## src/rtl/ps_width_multiplier.sv

```systemverilog
// PacketStream width widener: packs COUNT narrow words into one wide word, flagging short
// packet tails with o_mty. Optional feature macro: PS_WIDTH_MULTIPLIER_ZERO_FILL_EN.
module ps_width_multiplier #(
   parameter int WIDTH = 4,
   parameter int COUNT = 8
) (
   input  logic                       clk,
   input  logic                       reset,
   input  logic [WIDTH-1:0]           i_dat,
   input  logic                       i_val,
   input  logic                       i_eop,
   output logic                       i_rdy,
   output logic [COUNT*WIDTH-1:0]     o_dat,
   output logic [$clog2(COUNT)-1:0]   o_mty,
   output logic                       o_val,
   output logic                       o_eop,
   input  logic                       o_rdy
);

   localparam int CW = $clog2(COUNT);
   localparam logic [CW-1:0] LAST = CW'(COUNT - 1);

   logic [COUNT*WIDTH-1:0] dat_q, dat_d;
   logic [CW-1:0]          cnt_q, cnt_d;
   logic [CW-1:0]          mty_q, mty_d;
   logic                   val_q, val_d;
   logic                   eop_q, eop_d;
   logic                   accept, consume, complete;

   assign i_rdy    = ~val_q | o_rdy;
   assign accept   = i_val & i_rdy;
   assign consume  = val_q & o_rdy;
   assign complete = accept & ((cnt_q == LAST) | i_eop);

   // The assembly register doubles as the output register: it is only written
   // when the previous word is absent or being consumed in the same cycle.
   always_comb begin
      dat_d = dat_q;
      for (int s = 0; s < COUNT; s++) begin
         if (accept && (cnt_q == CW'(s))) begin
            dat_d[s*WIDTH +: WIDTH] = i_dat;
`ifdef PS_WIDTH_MULTIPLIER_ZERO_FILL_EN
         end else if (accept && i_eop && (CW'(s) > cnt_q)) begin
            dat_d[s*WIDTH +: WIDTH] = '0;
`endif
         end
      end
   end

   always_comb begin
      cnt_d = cnt_q;
      val_d = val_q;
      eop_d = eop_q;
      mty_d = mty_q;
      if (accept) begin
         cnt_d = complete ? '0 : cnt_q + 1'b1;
      end
      if (complete) begin
         val_d = 1'b1;
         eop_d = i_eop;
         mty_d = i_eop ? (LAST - cnt_q) : '0;
      end else if (consume) begin
         val_d = 1'b0;
         eop_d = 1'b0;
         mty_d = '0;
      end
   end

   always_ff @(posedge clk or negedge reset) begin
      if (!reset) begin
         dat_q <= '0;
         cnt_q <= '0;
         mty_q <= '0;
         val_q <= 1'b0;
         eop_q <= 1'b0;
      end else begin
         dat_q <= dat_d;
         cnt_q <= cnt_d;
         mty_q <= mty_d;
         val_q <= val_d;
         eop_q <= eop_d;
      end
   end

   assign o_dat = dat_q;
   assign o_mty = mty_q;
   assign o_val = val_q;
   assign o_eop = eop_q;

endmodule

```

## config.mk

```make
export PLATFORM = sky130hd
export DESIGN_NAME = ps_width_multiplier
export DESIGN_NICKNAME = d
export VERILOG_FILES = /design/src/rtl/ps_width_multiplier.sv
export SDC_FILE = /design/constraint.sdc
export NUM_CORES = 1
export LEC_CHECK = 0
export ABC_CLOCK_PERIOD_IN_PS = 2100
export CAP_MARGIN = 20
export CORE_MARGIN = 3
export CORE_UTILIZATION = 47
export CTS_CLUSTER_DIAMETER = 200
export CTS_CLUSTER_SIZE = 25
export DETAILED_ROUTE_END_ITERATION = 7
export GPL_TIMING_DRIVEN = 1
export HOLD_SLACK_MARGIN = 0.06
export PLACE_DENSITY = 0.78
export SLEW_MARGIN = 15
export SYNTH_ARGS = -nofsm -noshare
export SYNTH_HDL_FRONTEND = slang
export SYNTH_SLANG_ARGS = --single-unit
```

## constraint.sdc

```tcl
create_clock -name clk -period 2.1 [get_ports clk]
set_input_delay 0.42 -clock clk [delete_from_list [all_inputs] [get_ports clk]]
set_output_delay 0.42 -clock clk [all_outputs]
set_load 0.05 [all_outputs]
```

Yosys cells after proc, flatten, opt, wreduce, memory -nomap -nowiden
Cells that the tools add are included. Widths: inputs -> output; s select.

Bits in registers: 40. Input port bits: 9. Output and inout port bits: 38. Word-level logic and storage cells: 44.

Add/subtract/negate cells: 2. Equal/unequal tests: 7. Mux-type cells: 7. Bitwise operators: 6. Reduce and logical (&&, ||, !) cells: 10.

Operators with widths (number): $eq 3x3->1 const B (4); $mux 3 (4); $logic_and 1x1->1 (8); $eq 3x2->1 const B (2); $add 3x1->3 const B (1); $and 1x1->1 (3); $eq 3x1->1 const B (1); $logic_not 3->1 (1); $mux 1 (3); $sub 3x3->3 const A (1); $or 1x1->1 (2); $reduce_bool 2->1 (1); $not 1->1 (1).

Depth between registers and ports, before layout
Depth after elaboration: 5. Mapped depth: 5. Depth with buffers taken out: 5.

Worst setup path after synthesis
No wires, ideal clock.

Path type: reg-to-reg. From: reg val_q, in the netlist o_val. To: reg dat_q[12], in the netlist o_dat[12]. Setup time: 0.125 ns. Data arrival time: 1.517 ns. Required time: 1.975 ns. Setup slack: 0.458 ns. Cell stages (with the launch flop): 5. Path buffers: 1. Period minus slack after synthesis: 1.642 ns. Cell sequence: dfrtp_1 -> nand2b_2 -> clkbuf_8 -> nand3_1 -> mux2_2.

Longest elaborated chain between the ends: 4.

RTL lines: start: declaration (RTL line 26) `logic val_q, val_d;`; start signal: assignment (RTL line 80) `val_q <= val_d;`; $not 1->1 (RTL line 30) `assign i_rdy = ~val_q | o_rdy;`; $or 1x1->1 (RTL line 30); net i_rdy (RTL line 12) `output logic i_rdy,`; $and 1x1->1 (RTL line 31) `assign accept = i_val & i_rdy;`; $logic_and 1x1->1 (RTL line 40) `if (accept && (cnt_q == CW'(s))) begin`; end signal: assignment (RTL line 77) `dat_q <= dat_d;`; end: declaration (RTL line 23) `logic [COUNT*WIDTH-1:0] dat_q, dat_d;`.

The timed path passes the listed nets, and every way through them passes these cells. A chain may end at the register's enable or synchronous reset.

Final worst setup path
From: reg val_q, in the netlist o_val. To: out o_val.

RTL lines: end: declaration (RTL line 15) `output logic o_val,`.

No word-level cell between the ends.

==> results.toml <==
[placement]
place.gp.congestion = 0.7528
dp_cells = 207
place_hpwl_microns = 2507
port_buffers = 46

[route]
wl_per_cell_microns = 16.05
first_pass_iters = 4
vias = 1107
routed_wl_microns = 3450
vias_per_cell = 5.149
postRouteAntennaNets = 0
drc = 0
first_iter_violations = 33

[timing]
fmax_ghz = 0.4996
post-route-period-util_pct = 95.32
rsz0062_at_grt = "no"
finalSetupViolations = 0
slew_headroom_pct = 63.75
tns_ns = 0
fin_skew_ns = 0.01193
post-route-min-period_ns = 2.002
worst_slew_pin_slew_ns = 0.5421
finalHoldViolCount = 0
report.final.slew_viol_count = 0

[worst_setup_path]
critical_path_depth = 1
ff2ff_path_depth = 4
path_delay_family = "buffers and inverters"
max_stage_delay_ns = 0.82
path_buf_inv = 1
cp_slowest_cell = "clkdlybuf4s50_1"
worstSetupPathType = "reg2out"
worst_setup_path_start_kind = "register"
arrival_ns = 1.58
path_cells = "clkdlybuf4s50_1"
worst_setup_path_end_kind = "output pin"
critPathMaxFanout = 4
crit_required_ns = 1.68

[die]
initial_core_util_pct = 49.82
die_w_microns = 66.17
dieHeight_microns = 66.17
die_area_sq_um = 4378
placementRows = 21
ios = 47
design.core.area_sq_um = 3416

[power_and_ir_drop]
p_total_mw = 3.783
power_density_nw_per_um2 = 1649
p_leak_nw = 1.028
vdd_drop_max_mv = 1.100

[clocking]
clk_root_buffer_cell = "clkbuf_4"
clock_latency_ns = 0.34
cts.path.max_buffers = 2
clock_tree.htree_level_count = 2
path_clk_slew_ns = 0.11
numCtsBuffers = 5
cts_sinks = 40
ctsResizeCount = 0
cts_tree = "yes"

[logic_synthesis]
yosys.area.top_type = "dfrtp_1"
synth_flop_cell = "dfrtp_1"
ys_seq_elements = 40
ys_top_cells_by_area = "dfrtp_1, mux2_2, ha_1"
synth_top_area_share_pct = 58.82
synth_commonest_cells = "dfrtp_1, mux2_2, nand2_1, ha_1"
syn_area_sq_um = 1702
avgSynthCellArea_sq_um = 14.93
post-synth-top-count-cell = "dfrtp_1"
ys_seq_area_share_pct = 58.82
yosysWarningCount = 0
synth_cell_types = 18
async_flop_share_pct = 100.0
synthesis.instances = 114
synth-edff-count = 0
synth_fp_nets = 129

[worst_hold_path]
hp-class = "reg2reg"
whs_path_depth = 1

[global_routing]
track_usage_pct = 18.21
grt_pass1_wl_microns = 5865
first_global_vias = 1220
antenna_found_initial = 0
overflow = 0
grt_max_degree = 41

[finish]
stdcell_count = 215
syn_to_final_growth_pct = 34.85
antenna_cells = 0
final_net_count = 184
drive_gt1_share_pct = 30.18

[run]
timing.max_cap.violations = 0

[status]
status = "finished, final reports clean"
==> sequential cells by signal, summed over array words and instances, names as in the netlist <==
register and count:
o_eop 1, o_dat 32, o_val 1, o_mty 3
cnt_q 3
==> cells by family (layout without fill, tap and decap cells) <==
group                    count (synthesis)  count (layout)  share of synthesized area, %
AO/OA/AOI/OAI                            5               5                         1.691
adder cells (fa/ha/maj)                  6               6                         4.412
buffers and inverters                    5              60                         1.912
flip-flops                              40              40                         58.82
multiplexers                            35              35                         23.09
AND/OR/NAND/NOR                         23              23                         10.07
==> cell usage in the layout (no fill, tap or decap) <==
cell type and instances:
clkdlybuf4s50_1 44, nor2_1 2, o21ai_0 2, nand3_4 3, nand3_1 3, o22ai_1 3, dlygate4sd3_1 1, ha_1 6
nor2b_4 1, nor3_1 2, dfrtp_1 40, buf_2 1, clkinv_2 1, mux2i_1 1, clkbuf_1 1, nand4_1 2
inv_1 3, buf_12 2, mux2_2 34, nand2b_2 1, nand4_4 1, buf_4 2, clkbuf_4 5, nand2_1 8
==> worst reg2reg max path, stage by stage (launching register included) <==
cell and delay (ns):
dfrtp_1 0.46, ha_1 0.26, ha_1 0.25, nand3_1 0.19, mux2_2 0.36
==> stage by stage <==
stage	hold slack [ns]	setup slack, ns	cell area [sq um]	utilization (%)
4_1_cts	0.5162	0.07285	2295	67.18
6_report	0.5136	0.09827	2295	67.18
3_5_place_dp	0.4025	0.06424	2238	65.53
3_3_place_gp	0.4017	0.1316	2238	65.53
2_1_floorplan	0.1244	0.4584	1702	-
5_1_grt	0.5294	0.01620	2295	67.18
==> final timing paths <==
check | startpoint | to | slack [ns]
min reg2reg | o_dat[30] | o_dat[30] | 0.51
max reg2reg | cnt_q[0] | o_dat[31] | 0.47
min | o_dat[30] | o_dat[30] | 0.51
min in group asynchronous | reset | o_val | 0.56
max | o_val | o_val | 0.1
max in group asynchronous | reset | o_dat[31] | 1.34
==> where the power goes <==
group	switching [mW]	leakage [nW]	total, mW	internal (mW)
registers	0.181	0.505	1.26	1.08
logic	1.39	0.495	2.18	0.784
clock network	0.226	0.0281	0.349	0.123
==> routing by layer <==
metal / wire, microns / share of wire, % / global-route usage (%)
met1: 1451 / 42 / 21.34
met2: 1671 / 48 / 30.24
met3: 287 / 8.3 / 7.313
met4: 39 / 1.1 / 6.091
met5: 0 / 0 / 0
==> layout make-up <==
| cell class | count | area (sq um) |
|---|---|---|
| repair buffers | 50 | 510.5 |
| well taps | 46 | 57.56 |
| clock inverters | 1 | 5.005 |
| multi-input cells | 69 | 668.1 |
| fillers | 255 | 1121 |
| clock buffers | 6 | 41.29 |
| flip-flops and latches | 40 | 1001 |
| inverters | 3 | 11.26 |
==> what timing repair did <==
item | CTS | global route
hold endpoints to repair | 40 | 0
hold buffers | 1 | 0
setup buffers | 0 | 0
(Power assumes the default switching activity.)
